**src/rtl/serial_sub_pkg.sv**
```systemverilog
// Shared definitions for the bit-serial subtractor: default width, FSM encoding
// and the bit-counter width helper.
package serial_sub_pkg;

    localparam int DEFAULT_WIDTH = 8;

    // Code 2'd3 is never entered; the FSM treats it like IDLE.
    typedef enum logic [1:0] {
        ST_IDLE = 2'd0,
        ST_RUN  = 2'd1,
        ST_DONE = 2'd2
    } state_t;

    function automatic int cnt_width(input int width);
        return (width < 2) ? 1 : $clog2(width);
    endfunction

    localparam int DEFAULT_CNT_W = cnt_width(DEFAULT_WIDTH);

endpackage

```
**src/rtl/serial_sub_fs_bit.sv**
```systemverilog
// Purely combinational 1-bit full subtractor: d = a - b - bin, bout = borrow out.
module fs_bit (
    input  logic a,
    input  logic b,
    input  logic bin,
    output logic d,
    output logic bout
);

    assign d    = a ^ b ^ bin;
    assign bout = (~a & b) | (~(a ^ b) & bin);

endmodule

```
**src/rtl/serial_sub.sv**
```systemverilog
// Bit-serial LSB-first subtractor, D = A - B - BIN over WIDTH cycles, framed by
// a start/busy/done handshake. D and BOUT hold until the next completion.
module serial_sub
    import serial_sub_pkg::*;
#(
    parameter int WIDTH = DEFAULT_WIDTH
) (
    input  logic             clk,
    input  logic             rst,
    input  logic             start,
    input  logic [WIDTH-1:0] A,
    input  logic [WIDTH-1:0] B,
    input  logic             BIN,
    output logic             busy,
    output logic             done,
    output logic [WIDTH-1:0] D,
    output logic             BOUT
);

    localparam int             CNT_W    = cnt_width(WIDTH);
    localparam logic [CNT_W-1:0] LAST_CNT = CNT_W'(WIDTH - 1);

    state_t           r_state;
    state_t           w_state_next;
    logic [WIDTH-1:0] r_sa;
    logic [WIDTH-1:0] r_sb;
    // Only WIDTH-1 result bits are stored; the final bit goes straight into D.
    logic [WIDTH-2:0] r_res;
    logic [WIDTH-1:0] r_d;
    logic             r_borrow;
    logic             r_bout;
    logic [CNT_W-1:0] r_cnt;

    logic             w_d;
    logic             w_bout;
    logic             w_load;
    logic             w_shift;
    logic             w_last;
    logic [WIDTH-1:0] w_res_next;

    fs_bit u_fs_bit (
        .a    (r_sa[0]),
        .b    (r_sb[0]),
        .bin  (r_borrow),
        .d    (w_d),
        .bout (w_bout)
    );

    assign w_res_next = {w_d, r_res};

    always_comb begin
        // NOTE: every output gets a default before the case so no latch is inferred.
        w_state_next = ST_IDLE;
        w_load       = 1'b0;
        w_shift      = 1'b0;
        w_last       = 1'b0;
        case (r_state)
            ST_RUN: begin
                w_shift      = 1'b1;
                w_last       = (r_cnt == LAST_CNT);
                w_state_next = w_last ? ST_DONE : ST_RUN;
            end
            default: begin
                // IDLE, DONE and the unused code all accept a new start.
                if (start) begin
                    w_load       = 1'b1;
                    w_state_next = ST_RUN;
                end
            end
        endcase
    end

    always_ff @(posedge clk) begin
        // NOTE: state uses non-blocking assignments so all flops update from pre-edge values.
        if (rst) begin
            // NOTE: every register, including the datapath shifters, is cleared so an abort leaves no stale bits.
            r_state  <= ST_IDLE;
            r_sa     <= '0;
            r_sb     <= '0;
            r_res    <= '0;
            r_d      <= '0;
            r_borrow <= 1'b0;
            r_bout   <= 1'b0;
            r_cnt    <= '0;
        end else begin
            r_state <= w_state_next;
            if (w_load) begin
                r_sa     <= A;
                r_sb     <= B;
                r_borrow <= BIN;
                r_cnt    <= '0;
            end else if (w_shift) begin
                r_sa     <= r_sa >> 1;
                r_sb     <= r_sb >> 1;
                r_res    <= w_res_next[WIDTH-1:1];
                r_borrow <= w_bout;
                r_cnt    <= r_cnt + CNT_W'(1);
            end
            if (w_shift && w_last) begin
                r_d    <= w_res_next;
                r_bout <= w_bout;
            end
        end
    end

    assign busy = (r_state == ST_RUN);
    assign done = (r_state == ST_DONE);
    assign D    = r_d;
    assign BOUT = r_bout;

endmodule

```
**config.mk**
```make
export PLATFORM = sky130hd
export DESIGN_NAME = serial_sub
export DESIGN_NICKNAME = d
export VERILOG_FILES = /design/src/rtl/serial_sub_pkg.sv /design/src/rtl/serial_sub_fs_bit.sv /design/src/rtl/serial_sub.sv
export SDC_FILE = /design/constraint.sdc
export NUM_CORES = 1
export LEC_CHECK = 0
export BUFFER_PORTS_ARGS = -buffer_cell sky130_fd_sc_hd__buf_2
export CORE_ASPECT_RATIO = 1.25
export CORE_UTILIZATION = 45
export DETAILED_ROUTE_END_ITERATION = 8
export GPL_ROUTABILITY_DRIVEN = 0
export HOLD_SLACK_MARGIN = 0.12
export PLACE_DENSITY = 0.69
export SLEW_MARGIN = 20
export SYNTH_ARGS = -nofsm -noshare
export SYNTH_HDL_FRONTEND = slang
export SYNTH_SLANG_ARGS = --single-unit
```
**constraint.sdc**
```tcl
create_clock -name clk -period 3.47 [get_ports clk]
set_input_delay 0.5205 -clock clk [delete_from_list [all_inputs] [get_ports clk]]
set_output_delay 0.5205 -clock clk [all_outputs]
set_load 0.03 [all_outputs]
```
==> impl_metrics.ini <==
[critical_path]
crit_path_end_kind = primary output
worstPathRequired_ns = 2.95
path_class = reg2out
crit_path_start = r_state[1]
worstPathArrival_ns = 1.56
worstSetupStartpointType = flip-flop
regToRegStartpoint = r_state[1]
cp_max_fo = 41

[floorplan]
ios = 31
die_area_sq_um = 3630
rows = 23
die_x_microns = 54.1
die_h_microns = 67.1
initial_core_util_pct = 47.4
core_sq_um = 3220

[final_layout]
multi_input_area_sq_um = 681
fin_nets = 198
fillCellCount = 323
final_cell_mix = dfxtp_1, buf_2, nand2_1
area_delta_synth_final_pct = 14.3
drive_above_1_share_pct = 23.9
instances_no_fill = 213
register_area_sq_um = 761
final_common_cell = dfxtp_1
diodes = 0

[sta]
setup_viol = 0
slew-limit-headroom_pct = 61.6
layout_setup_ws_ns = 1.39
period_needed_ns = 2.08
max_freq_mhz = 481
tightest_slew_ns = 0.576
fin_worst_skew_ns = 0.00497
timing_max_transition_violations_final = 0
post-route-period-util_pct = 59.9
rsz0062_at_grt = no
tns_ns = 0
hold_viol = 0

[grt]
grt_pass1_vias = 1113
grt_pass1_wl_microns = 4840
grtUsageTotal_pct = 18.8
grt_start_max_net_pins = 42
antenna_found_initial = 0
grt-ovfl-total = 0

[synth]
syn_area_sq_um = 1530
seq_area_frac_synth_pct = 49.8
yosysUniqueCellTypes = 24
ys_warn_count = 0
synth_ff_type = dfxtp_1
syn_area_per_cell_sq_um = 10.2
synth_cells = 149
synth-edff-count = 0
synthArstFlopShare_pct = 0
syn-num-nets = 172
ys_ff_latch = 38

[clock_tree]
cts_setup_buffers = 0
clkTransAtPathRegs_ns = 0.07
clock_sinks = 38
numCtsBuffers = 5
clock_path_buffers = 2
htreeDepth = 2
cts_root_buf = clkbuf_8
cts_tree = yes
holdBufCountCts = 0
cts_resized = 0
clock_latency_ns = 0.28

[pwr]
irDropWorstVdd_mv = 0.377
power_density_nw_per_um2 = 494
leakagePower_nw = 0.772

[drt]
post_drt_wl_per_cell_microns = 13.3
drt_wl_total_microns = 2820
via_per_inst = 5.42
remaining_drc_errors = 0
dr.first_iter.drc_count = 42
dr.pass1.iters = 4
final_antenna_net_count = 0
vias = 1155

[worst_hold_path]
min-delay-path-class = reg2reg
hp-start = r_res[0]

[placed_design]
dpl.hpwl_microns = 1880
pre_cts_ws_ns = 1.70
port_buffers = 30
dp.cells = 205

[flow_run]
cap_viol_max_count = 0

[run_status]
status = complete, no violations
-- path summary, 6_finish.rpt --
kind | endpoint | slack [ns] | cells after the start
setup reg to reg | D[0] | 1.90 | 4
hold reg to reg | r_res[0] | 0.47 | 2
hold / removal | r_res[0] | 0.47 | 2
setup / recovery | busy | 1.39 | 3
-- metal layers --
metal / vias up / part of all wire, % / global-route usage [%]
met2: 30 / 49 / 31.9
met5: - / 0 / 0
met3: 6 / 4.9 / 6.85
met4: 0 / 2.0 / 8.97
li1: 574 / - / -
met1: 545 / 44 / 20.0
-- report_power, final --
group	total [mW]	internal [mW]	leakage (nW)	switching (mW)
sequential	0.468	0.457	0.311	0.0118
combinational	0.0870	0.0365	0.413	0.0505
clock	0.306	0.160	0.0482	0.146
total	0.862	0.653	0.772	0.209
-- layout make-up --
cell class	count	share of cell area (%)
Clock inverter	1	0.287
Inverter	4	0.861
Timing Repair Buffer	30	8.61
Tap cell	37	2.65
Sequential cell	38	43.6
Clock buffer	7	4.95
Multi-Input combinational cell	96	39.0
-- flip-flops by register name, indices dropped and copies added, names as in the netlist --
name / flops
r_state: 2
r_sb: 8
r_res: 7
r_borrow: 1
r_sa: 8
D: 8
BOUT: 1
r_cnt: 3
-- synth_stat cells (3+ instances only) --
master,count,area share (%)
dfxtp_1,38,50
nand2_1,17,4.2
mux2i_1,16,10
a211oi_1,14,6.9
nor2_1,14,3.4
a21oi_1,10,3.3
a22o_1,9,5.2
buf_2,5,1.6
inv_1,3,0.74
nand3b_1,3,1.5
-- worst max-delay path, stage by stage, from the launching register on --
cell and delay (ns):
dfxtp_1 0.31, nand2b_4 0.34, inv_2 0.36, buf_2 0.26
-- cell families after synthesis --
group	count (synthesis)	share of synthesized area, %
and+or+nand+nor	40	12.8
adders and majority gates	3	2.95
muxes	16	10.5
AOI/OAI and AO/OA	37	18.4
buffers and inverters	15	5.57
DFF	38	49.8
-- through the flow --
stage	util, %	power [mW]	area [sq um]	hold WS, ns
6_report	54.1	0.862	1740	0.471
5_1_grt	54.1	0.902	1740	0.489
4_1_cts	54.1	0.872	1740	0.470
3_5_place_dp	51.3	0.565	1650	0.455
3_3_place_gp	51.3	0.561	1650	0.451
2_1_floorplan	-	0.546	1530	0.437
Note: power is estimated with default switching activity, not from simulation.
